### src/rtl/sopc_mmio_bridge_pkg.sv
// Shared IO-window offsets, CTRL bit positions and timer write strobes for the
// SoPC MMIO bridge.
package sopc_mmio_bridge_pkg;

  localparam logic [7:0] SOPC_IO_LED     = 8'h00;
  localparam logic [7:0] SOPC_IO_SW      = 8'h04;
  localparam logic [7:0] SOPC_IO_COUNT   = 8'h08;
  localparam logic [7:0] SOPC_IO_COMPARE = 8'h0C;
  localparam logic [7:0] SOPC_IO_CTRL    = 8'h10;
  localparam logic [7:0] SOPC_IO_STATUS  = 8'h14;

  localparam int SOPC_CTRL_EN = 0;
  localparam int SOPC_CTRL_IE = 1;

  typedef struct packed {
    logic count_we;
    logic compare_we;
    logic ctrl_we;
    logic status_we;
  } timer_wr_t;

  function automatic logic in_io_window(input logic [31:0] addr, input logic [31:0] base);
    return addr[31:8] == base[31:8];
  endfunction

  // Only word accesses exist, so the byte lane bits never take part in decode.
  function automatic logic [7:0] word_offset(input logic [5:0] word_idx);
    return {word_idx, 2'b00};
  endfunction

endpackage

### src/rtl/sopc_timer.sv
// Compare timer: free-running count with wrap at COMPARE, sticky match flag
// (write-1-to-clear) and a level interrupt gated by the CTRL ie bit.
module sopc_timer
  import sopc_mmio_bridge_pkg::*;
#(
  parameter int TIMER_W = 32
) (
  input  logic               clk,
  input  logic               rst,
  input  timer_wr_t          wr,
  input  logic [TIMER_W-1:0] wdata,
  output logic [TIMER_W-1:0] count_o,
  output logic [TIMER_W-1:0] compare_o,
  output logic [1:0]         ctrl_o,
  output logic               irq_pend_o,
  output logic               timer_int_o
);

  logic [TIMER_W-1:0] count_reg;
  logic [TIMER_W-1:0] compare_reg;
  logic [1:0]         ctrl_reg;
  logic               irq_pend_reg;
  logic               match;

  assign match = ctrl_reg[SOPC_CTRL_EN] && (count_reg == compare_reg);

  always_ff @(posedge clk or negedge rst) begin
    if (!rst) begin
      count_reg    <= '0;
      compare_reg  <= '1;
      ctrl_reg     <= '0;
      irq_pend_reg <= 1'b0;
    end else begin
      // A software COUNT write overrides both increment and wrap.
      if (wr.count_we)
        count_reg <= wdata;
      else if (match)
        count_reg <= '0;
      else if (ctrl_reg[SOPC_CTRL_EN])
        count_reg <= count_reg + 1'b1;

      if (wr.compare_we)
        compare_reg <= wdata;
      if (wr.ctrl_we)
        ctrl_reg <= wdata[1:0];

      // A new match wins over a simultaneous clear so no event is lost.
      if (match)
        irq_pend_reg <= 1'b1;
      else if (wr.status_we && wdata[0])
        irq_pend_reg <= 1'b0;
    end
  end

  assign count_o     = count_reg;
  assign compare_o   = compare_reg;
  assign ctrl_o      = ctrl_reg;
  assign irq_pend_o  = irq_pend_reg;
  assign timer_int_o = irq_pend_reg & ctrl_reg[SOPC_CTRL_IE];

endmodule

### src/rtl/sopc_mmio_bridge.sv
// Core data-port bridge: splits accesses between data_ram and an IO window holding
// LEDs, switches and a compare timer. Define SOPC_SW_DEBOUNCE_EN to debounce switches.
module sopc_mmio_bridge
  import sopc_mmio_bridge_pkg::*;
#(
  parameter logic [31:0] IO_BASE    = 32'h1000_0000,
  parameter int          LED_W      = 16,
  parameter int          SW_W       = 12,
  parameter int          TIMER_W    = 32,
  parameter int          DEB_CYCLES = 50000
) (
  input  logic              clk,
  input  logic              rst,
  input  logic              core_ce_i,
  input  logic              core_we_i,
  input  logic [31:0]       core_addr_i,
  input  logic [31:0]       core_data_i,
  output logic [31:0]       core_data_o,
  output logic              ram_ce_o,
  output logic              ram_we_o,
  output logic [31:0]       ram_addr_o,
  output logic [31:0]       ram_data_o,
  input  logic [31:0]       ram_data_i,
  input  logic [SW_W-1:0]   switch_i,
  output logic [LED_W-1:0]  led_o,
  output logic              timer_int_o
);

  logic               io_sel;
  logic               io_wr;
  logic [7:0]         io_off;
  logic [31:0]        io_rdata;
  logic               unused_addr_lsbs;
  logic [LED_W-1:0]   led_reg;
  logic [SW_W-1:0]    sw_meta_reg;
  logic [SW_W-1:0]    sw_sync_reg;
  logic [SW_W-1:0]    sw_value;
  timer_wr_t          timer_wr;
  logic [TIMER_W-1:0] timer_count;
  logic [TIMER_W-1:0] timer_compare;
  logic [1:0]         timer_ctrl;
  logic               timer_irq_pend;

  assign io_sel           = in_io_window(core_addr_i, IO_BASE);
  assign io_off           = word_offset(core_addr_i[7:2]);
  assign io_wr            = core_ce_i & core_we_i & io_sel;
  assign unused_addr_lsbs = ^core_addr_i[1:0];

  assign ram_ce_o   = core_ce_i & ~io_sel;
  assign ram_we_o   = core_we_i;
  assign ram_addr_o = core_addr_i;
  assign ram_data_o = core_data_i;

  always_ff @(posedge clk or negedge rst) begin
    if (!rst)
      led_reg <= '0;
    else if (io_wr && io_off == SOPC_IO_LED)
      led_reg <= core_data_i[LED_W-1:0];
  end
  assign led_o = led_reg;

  // Per-bit two-flop synchroniser; switches are independent asynchronous inputs.
  for (genvar gi = 0; gi < SW_W; gi++) begin : g_sw_sync
    always_ff @(posedge clk or negedge rst) begin
      if (!rst) begin
        sw_meta_reg[gi] <= 1'b0;
        sw_sync_reg[gi] <= 1'b0;
      end else begin
        sw_meta_reg[gi] <= switch_i[gi];
        sw_sync_reg[gi] <= sw_meta_reg[gi];
      end
    end
  end

`ifdef SOPC_SW_DEBOUNCE_EN
  localparam int DEB_W = $clog2(DEB_CYCLES + 1);

  logic [SW_W-1:0]  sw_last_reg;
  logic [SW_W-1:0]  sw_stable_reg;
  logic [DEB_W-1:0] deb_cnt_reg;

  always_ff @(posedge clk or negedge rst) begin
    if (!rst) begin
      sw_last_reg   <= '0;
      sw_stable_reg <= '0;
      deb_cnt_reg   <= '0;
    end else if (sw_sync_reg != sw_last_reg) begin
      sw_last_reg <= sw_sync_reg;
      deb_cnt_reg <= '0;
    end else if (deb_cnt_reg == DEB_W'(DEB_CYCLES - 1)) begin
      sw_stable_reg <= sw_last_reg;
    end else begin
      deb_cnt_reg <= deb_cnt_reg + 1'b1;
    end
  end
  assign sw_value = sw_stable_reg;
`else
  assign sw_value = sw_sync_reg;
`endif

  always_comb begin
    timer_wr            = '0;
    timer_wr.count_we   = io_wr && (io_off == SOPC_IO_COUNT);
    timer_wr.compare_we = io_wr && (io_off == SOPC_IO_COMPARE);
    timer_wr.ctrl_we    = io_wr && (io_off == SOPC_IO_CTRL);
    timer_wr.status_we  = io_wr && (io_off == SOPC_IO_STATUS);
  end

  sopc_timer #(
    .TIMER_W (TIMER_W)
  ) u_timer (
    .clk         (clk),
    .rst         (rst),
    .wr          (timer_wr),
    .wdata       (core_data_i[TIMER_W-1:0]),
    .count_o     (timer_count),
    .compare_o   (timer_compare),
    .ctrl_o      (timer_ctrl),
    .irq_pend_o  (timer_irq_pend),
    .timer_int_o (timer_int_o)
  );

  always_comb begin
    io_rdata = '0;
    case (io_off)
      SOPC_IO_LED:     io_rdata = 32'(led_reg);
      SOPC_IO_SW:      io_rdata = 32'(sw_value);
      SOPC_IO_COUNT:   io_rdata = 32'(timer_count);
      SOPC_IO_COMPARE: io_rdata = 32'(timer_compare);
      SOPC_IO_CTRL:    io_rdata = 32'(timer_ctrl);
      SOPC_IO_STATUS:  io_rdata = 32'(timer_irq_pend);
      default:         io_rdata = '0;
    endcase
  end

  always_comb begin
    core_data_o = '0;
    if (core_ce_i)
      core_data_o = io_sel ? io_rdata : ram_data_i;
  end

endmodule

### config.mk
export PLATFORM = sky130hd
export DESIGN_NAME = sopc_mmio_bridge
export DESIGN_NICKNAME = d
export VERILOG_FILES = /design/src/rtl/sopc_mmio_bridge_pkg.sv /design/src/rtl/sopc_timer.sv /design/src/rtl/sopc_mmio_bridge.sv
export SDC_FILE = /design/constraint.sdc
export NUM_CORES = 1
export LEC_CHECK = 0
export CAP_MARGIN = 15
export CORE_MARGIN = 10
export CORE_UTILIZATION = 42
export CTS_CLUSTER_DIAMETER = 80
export DETAILED_ROUTE_END_ITERATION = 7
export PLACE_DENSITY = 0.77
export SETUP_SLACK_MARGIN = 0.1
export SYNTH_ARGS = -nofsm -noshare
export SYNTH_HDL_FRONTEND = slang
export SYNTH_SLANG_ARGS = --single-unit
### constraint.sdc
create_clock -name clk -period 2.1 [get_ports clk]
set_input_delay 0.21 -clock clk [delete_from_list [all_inputs] [get_ports clk]]
set_output_delay 0.21 -clock clk [all_outputs]
set_load 0.05 [all_outputs]
# Yosys cells after proc, flatten, opt, wreduce, memory -nomap -nowiden
# Index checks and enable logic that the tools add are counted.
# op_classes
n_addsub,1
n_eq_ne,7
n_mux,8
bitwise,5
n_reduce_logical,10
# ops
op,n
one-hot mux 32 bit (6 select lines),1
2-to-1 mux 32 bit,5
"adder 32 x 1 -> 32 bit, second input constant",1
== test 32 bit,1
"== test 24 x 21 -> 1 bit, second input constant",1
"== test 6 x 2 -> 1 bit, second input constant",2
"== test 6 x 3 -> 1 bit, second input constant",2
logical NOT 8 bit,1
logical AND 1 bit,7
"== test 6 x 1 -> 1 bit, second input constant",1
bitwise AND 1 bit,4
nonzero test 3 bit,1
2-to-1 mux 1 bit,2
nonzero test 2 bit,1
NOT 1 bit,1
# totals
register_bits,107
in_bits,112
out_inout_bits,115

# Logic depth before layout (Yosys ltp)
# depth
depth_word,6
mapped_depth,8
depth_no_buf,7

# Modules after synthesis
# Synthesis repeated with hierarchy kept, for this count alone.
# unflattened
hier_cells,686
area_unflattened_um2,6854.1
# by_module_without_submodules
module,n_inst,cells_each,area_per_inst_um2,seq_area_each_um2
sopc_timer,1,380,3856.2,1716.6
sopc_mmio_bridge,1,306,2997.9,1001.0

# Least setup slack after synthesis
# No wires, ideal clock.
# synth_timing
path_type,input to output
from,input port core_addr_i[5]
to,output port core_data_o[12]
t_arrival_ns,2.590
path_slack_ns,-0.700
cell_stages,7
cell_sequence,or3_1 -> nor3_2 -> buf_2 -> a22oi_1 -> nor2_1 -> a31oi_1 -> o21ai_0
# synth_between
elab_chain_len,4
word_cells_on_any_way,9
# synth_lines
element,line,rtl
"start, declared",sopc_mmio_bridge.sv:16,"input logic [31:0] core_addr_i,"
"== test 6 x 3 -> 1 bit, or another cell as far along",sopc_mmio_bridge.sv:125,case (io_off)
one-hot mux 32 bit (6 select lines) (*),sopc_mmio_bridge.sv:125,
2-to-1 mux 32 bit (*),sopc_mmio_bridge.sv:139,core_data_o = io_sel ? io_rdata : ram_data_i;
2-to-1 mux 32 bit (*),sopc_mmio_bridge.sv:138,if (core_ce_i)
"end, declared",sopc_mmio_bridge.sv:18,"output logic [31:0] core_data_o,"
# Mark *: on every way between the ends. The rest lies on a longest branch, timed or not.

# Final worst setup path
# layout_timing
from,register u_timer.count_reg[1] (netlist: u_timer.count_o[1])
to,register u_timer.count_reg[6] (netlist: u_timer.count_o[6])
# layout_between
elab_chain_len,4
word_cells_on_any_way,7
# layout_lines
element,line,rtl
"start, declared",sopc_timer.sv:19,logic [TIMER_W-1:0] count_reg;
"start signal, assigned",sopc_timer.sv:36,count_reg <= wdata;
"start signal, assigned",sopc_timer.sv:40,count_reg <= count_reg + 1'b1;
adder 32 x 1 -> 32 bit / == test 32 bit (equally long branches),"sopc_timer.sv:40, sopc_timer.sv:25",
2-to-1 mux 32 bit / logical AND 1 bit (equally long branches),"sopc_timer.sv:39, sopc_timer.sv:25",
2-to-1 mux 32 bit,sopc_timer.sv:37,else if (match)
2-to-1 mux 32 bit,sopc_timer.sv:35,if (wr.count_we)
# Parallel ways exist; a longest one is shown, timed or not. The select of a mux whose other input is x is not followed.
# A chain may end at the register's enable or synchronous reset.

==> reports/qor.csv <==
metric,value,unit
status,"finished, violations left",
violations,negative setup slack,
worst_slew_pin_slew,0.540,ns
ys_seq_area_share,39.8,%
die_w,148,um
routed_wirelength,27.3,mm
reg2reg_depth,6,
synth-main-ff-cell,dfrtp_1,
synthesis.area,6830,um^2
vdd_drop_max,496,uV
tritoncts,yes,
ioPinCount,227,
hold_viol_final,0,
initial_core_util,43.0,%
grt_max_degree,57,
cts_buffers,9,
clockPowerShare,35.6,%
grtUsageTotal,23.5,%
fillers,1099,
min_path_type,in -> reg,
setup_slack,-0.159,ns
drtIter0Drc,600,
p_switching,1.49,mW
async_flop_share,100,%
r2r_end,u_timer.count_o[6]$_DFFE_PN0P_,
area_delta_synth_final,66.6,%
p_int,3.57,mW
max-cap-violations,0,
ys_types,63,
p_sw_share,29.4,%
detail_route.first_pass.iterations,5,
path_cells,xnor2_2 > or4b_4 > nor4b_4 > nand3_2 > buf_8 > a32o_1,
drc,0,
final_cell_mix,"161 x buf_4, 105 x clkdlybuf4s50_1, 72 x dfrtp_1",
grt_pass1_vias,7213,
endpoint,u_timer.count_o[6]$_DFFE_PN0P_,
crit_fanout,8,
powerDensity,444,nW/um^2
cp_slowest_cell,or4b_4,
drive_gt1_share,49.2,%
dieArea,21800,um^2
antenna_found_initial,0,
viasPerCell,5.82,
post-route-util,71.6,%
crit_arrival,2.51,ns
hpwl,17.5,mm
grt_pass1_wl,40.7,mm
port_buffers,222,
fmax,0.443,GHz
slew_violations,0,
wl_per_cell,22.9,um
critPathCaptureType,flop,
path_buf_inv,1,
cts_num_sinks,107,
p_comb_share,23.0,%
syn_avg_cell_area,9.59,um^2
cts_max_level,3,
finalSetupViolCount,46,
die_h,148,um
cts_buffer_depth,2,
ys_ff_latch,107,
clock-root-buffer,clkbuf_16,
nets,1083,
period_share,108,%
clkTransAtPathRegs,0.07,ns
critPathLaunchType,flop,
worst-path-stages,6,
crit_type,reg -> reg,
crit_family,simple AND/OR/NAND/NOR gates,
place.gp.congestion,0.869,
overflow,0,
core_area,15900,um^2
r2r_start,u_timer.count_o[1]$_DFFE_PN0P_,
synth-edff-count,0,
clk-insertion-delay-late,0.36,ns
leakagePower,4.89,nW
r2r_slack,-0.16,ns
critPathRequiredTime,2.35,ns
final_common_cell,buf_4,
total_power,5.06,mW
max_stage_delay,0.51,ns
timing.final.crit_period,2.26,ns
crit_start,u_timer.count_o[1]$_DFFE_PN0P_,
clock_skew,0.0112,ns
vias,6931,
syn_inst,712,
rsz0062_at_grt,true,
synth_nets,825,
yosysWarnings,0,
rows,46,
num_antenna_cells,0,
ant_nets,0,
seqPwrFrac,41.4,%
relSlewSlack,63.9,%
## metal layers
metal | wire length, um | global-route usage (%) | up-vias | part of all wire, %
met5 | 0 | 0 | - | 0
met4 | 1040 | 7.93 | 0 | 3.8
met3 | 2110 | 6.72 | 73 | 7.7
met2 | 14000 | 41.6 | 387 | 51
met1 | 10200 | 26.4 | 3424 | 37
li1 | - | - | 3047 | -
## worst min-delay path by stage
stage	startpoint	to	depth (start not counted)
after floorplan	rst	led_o[0]$_DFFE_PN0P_	0
after global placement	rst	sw_meta_reg[11]$_DFF_PN0_	1
after detailed placement	rst	sw_meta_reg[11]$_DFF_PN0_	1
after CTS	switch_i[4]	sw_meta_reg[4]$_DFF_PN0_	1
after global routing	switch_i[10]	sw_meta_reg[10]$_DFF_PN0_	1
final	switch_i[4]	sw_meta_reg[4]$_DFF_PN0_	1
## through the flow
step                area [um^2]  instances  setup slack, ns  setup TNS [ns]  hold slack, ns
detailed placement        10100       1142           -0.618          -44.12           0.171
CTS                       11100       1180           -0.104           -1.61           0.276
finish                    11400       1191           -0.159           -3.50           0.282
global placement          10100       1142           -0.549          -42.92           0.169
floorplan                  7180        712           0.0508               0         -0.0856
global route              11400       1191           -0.185           -5.85           0.277
## logic make-up after synthesis
kind of cell | Yosys count | share of synthesized area, %
AOI/OAI and AO/OA | 129 | 12.5
xor gates and xnor gates | 44 | 5.64
adders and majority gates | 1 | 0.183
buffers and inverters | 123 | 11.1
DFF | 107 | 39.8
muxes | 68 | 10.9
and+or+nand+nor | 240 | 19.8
## cell type report
type                            instances  area [um^2]  share of cell area [%]
Multi-Input combinational cell        483         4240                    37.2
Timing Repair Buffer                  366         3820                    33.6
Sequential cell                       107         2720                    23.9
Tap cell                              216          270                    2.38
Clock buffer                           11          243                    2.13
Clock inverter                          5         68.8                   0.605
Inverter                                3         11.3                  0.0990
## timing repair
item | 4_1_cts | 5_1_grt
setup endpoints to repair | 113 | 66
hold buffers | 1 | 0
gates resized for setup | 169 | 52
pin swaps | 66 | 28
gates cloned | 6 | 1
buffers inserted | 15 | 10
endpoints found under the hold margin | 27 | 0
## Yosys cell counts (10+ instances only)
library cell / instances / area [um^2]
a22oi_1: 15 / 113
nand2_1: 57 / 214
a22o_1: 11 / 96.3
mux2_2: 47 / 529
nor4_1: 22 / 138
buf_2: 12 / 60.1
dfrtp_1: 75 / 1880
a21oi_1: 27 / 135
nand3_1: 24 / 120
o21ai_0: 34 / 170
xor2_1: 21 / 184
mux2i_1: 17 / 170
dfstp_2: 32 / 841
buf_4: 65 / 488
clkbuf_1: 36 / 135
a221oi_1: 10 / 87.6
nand4_1: 18 / 113
and3_1: 27 / 169
nor2_1: 36 / 135
xnor2_1: 23 / 201
## power groups by stage
stage,logic (mW),clock network [mW],registers (mW)
after floorplan,0.591,0,2.13
after global placement,1.09,0,2.13
after detailed placement,1.10,0,2.13
after CTS,1.15,1.81,2.09
after global routing,1.21,1.88,2.09
final,1.16,1.80,2.09
(Power assumes the default switching activity.)
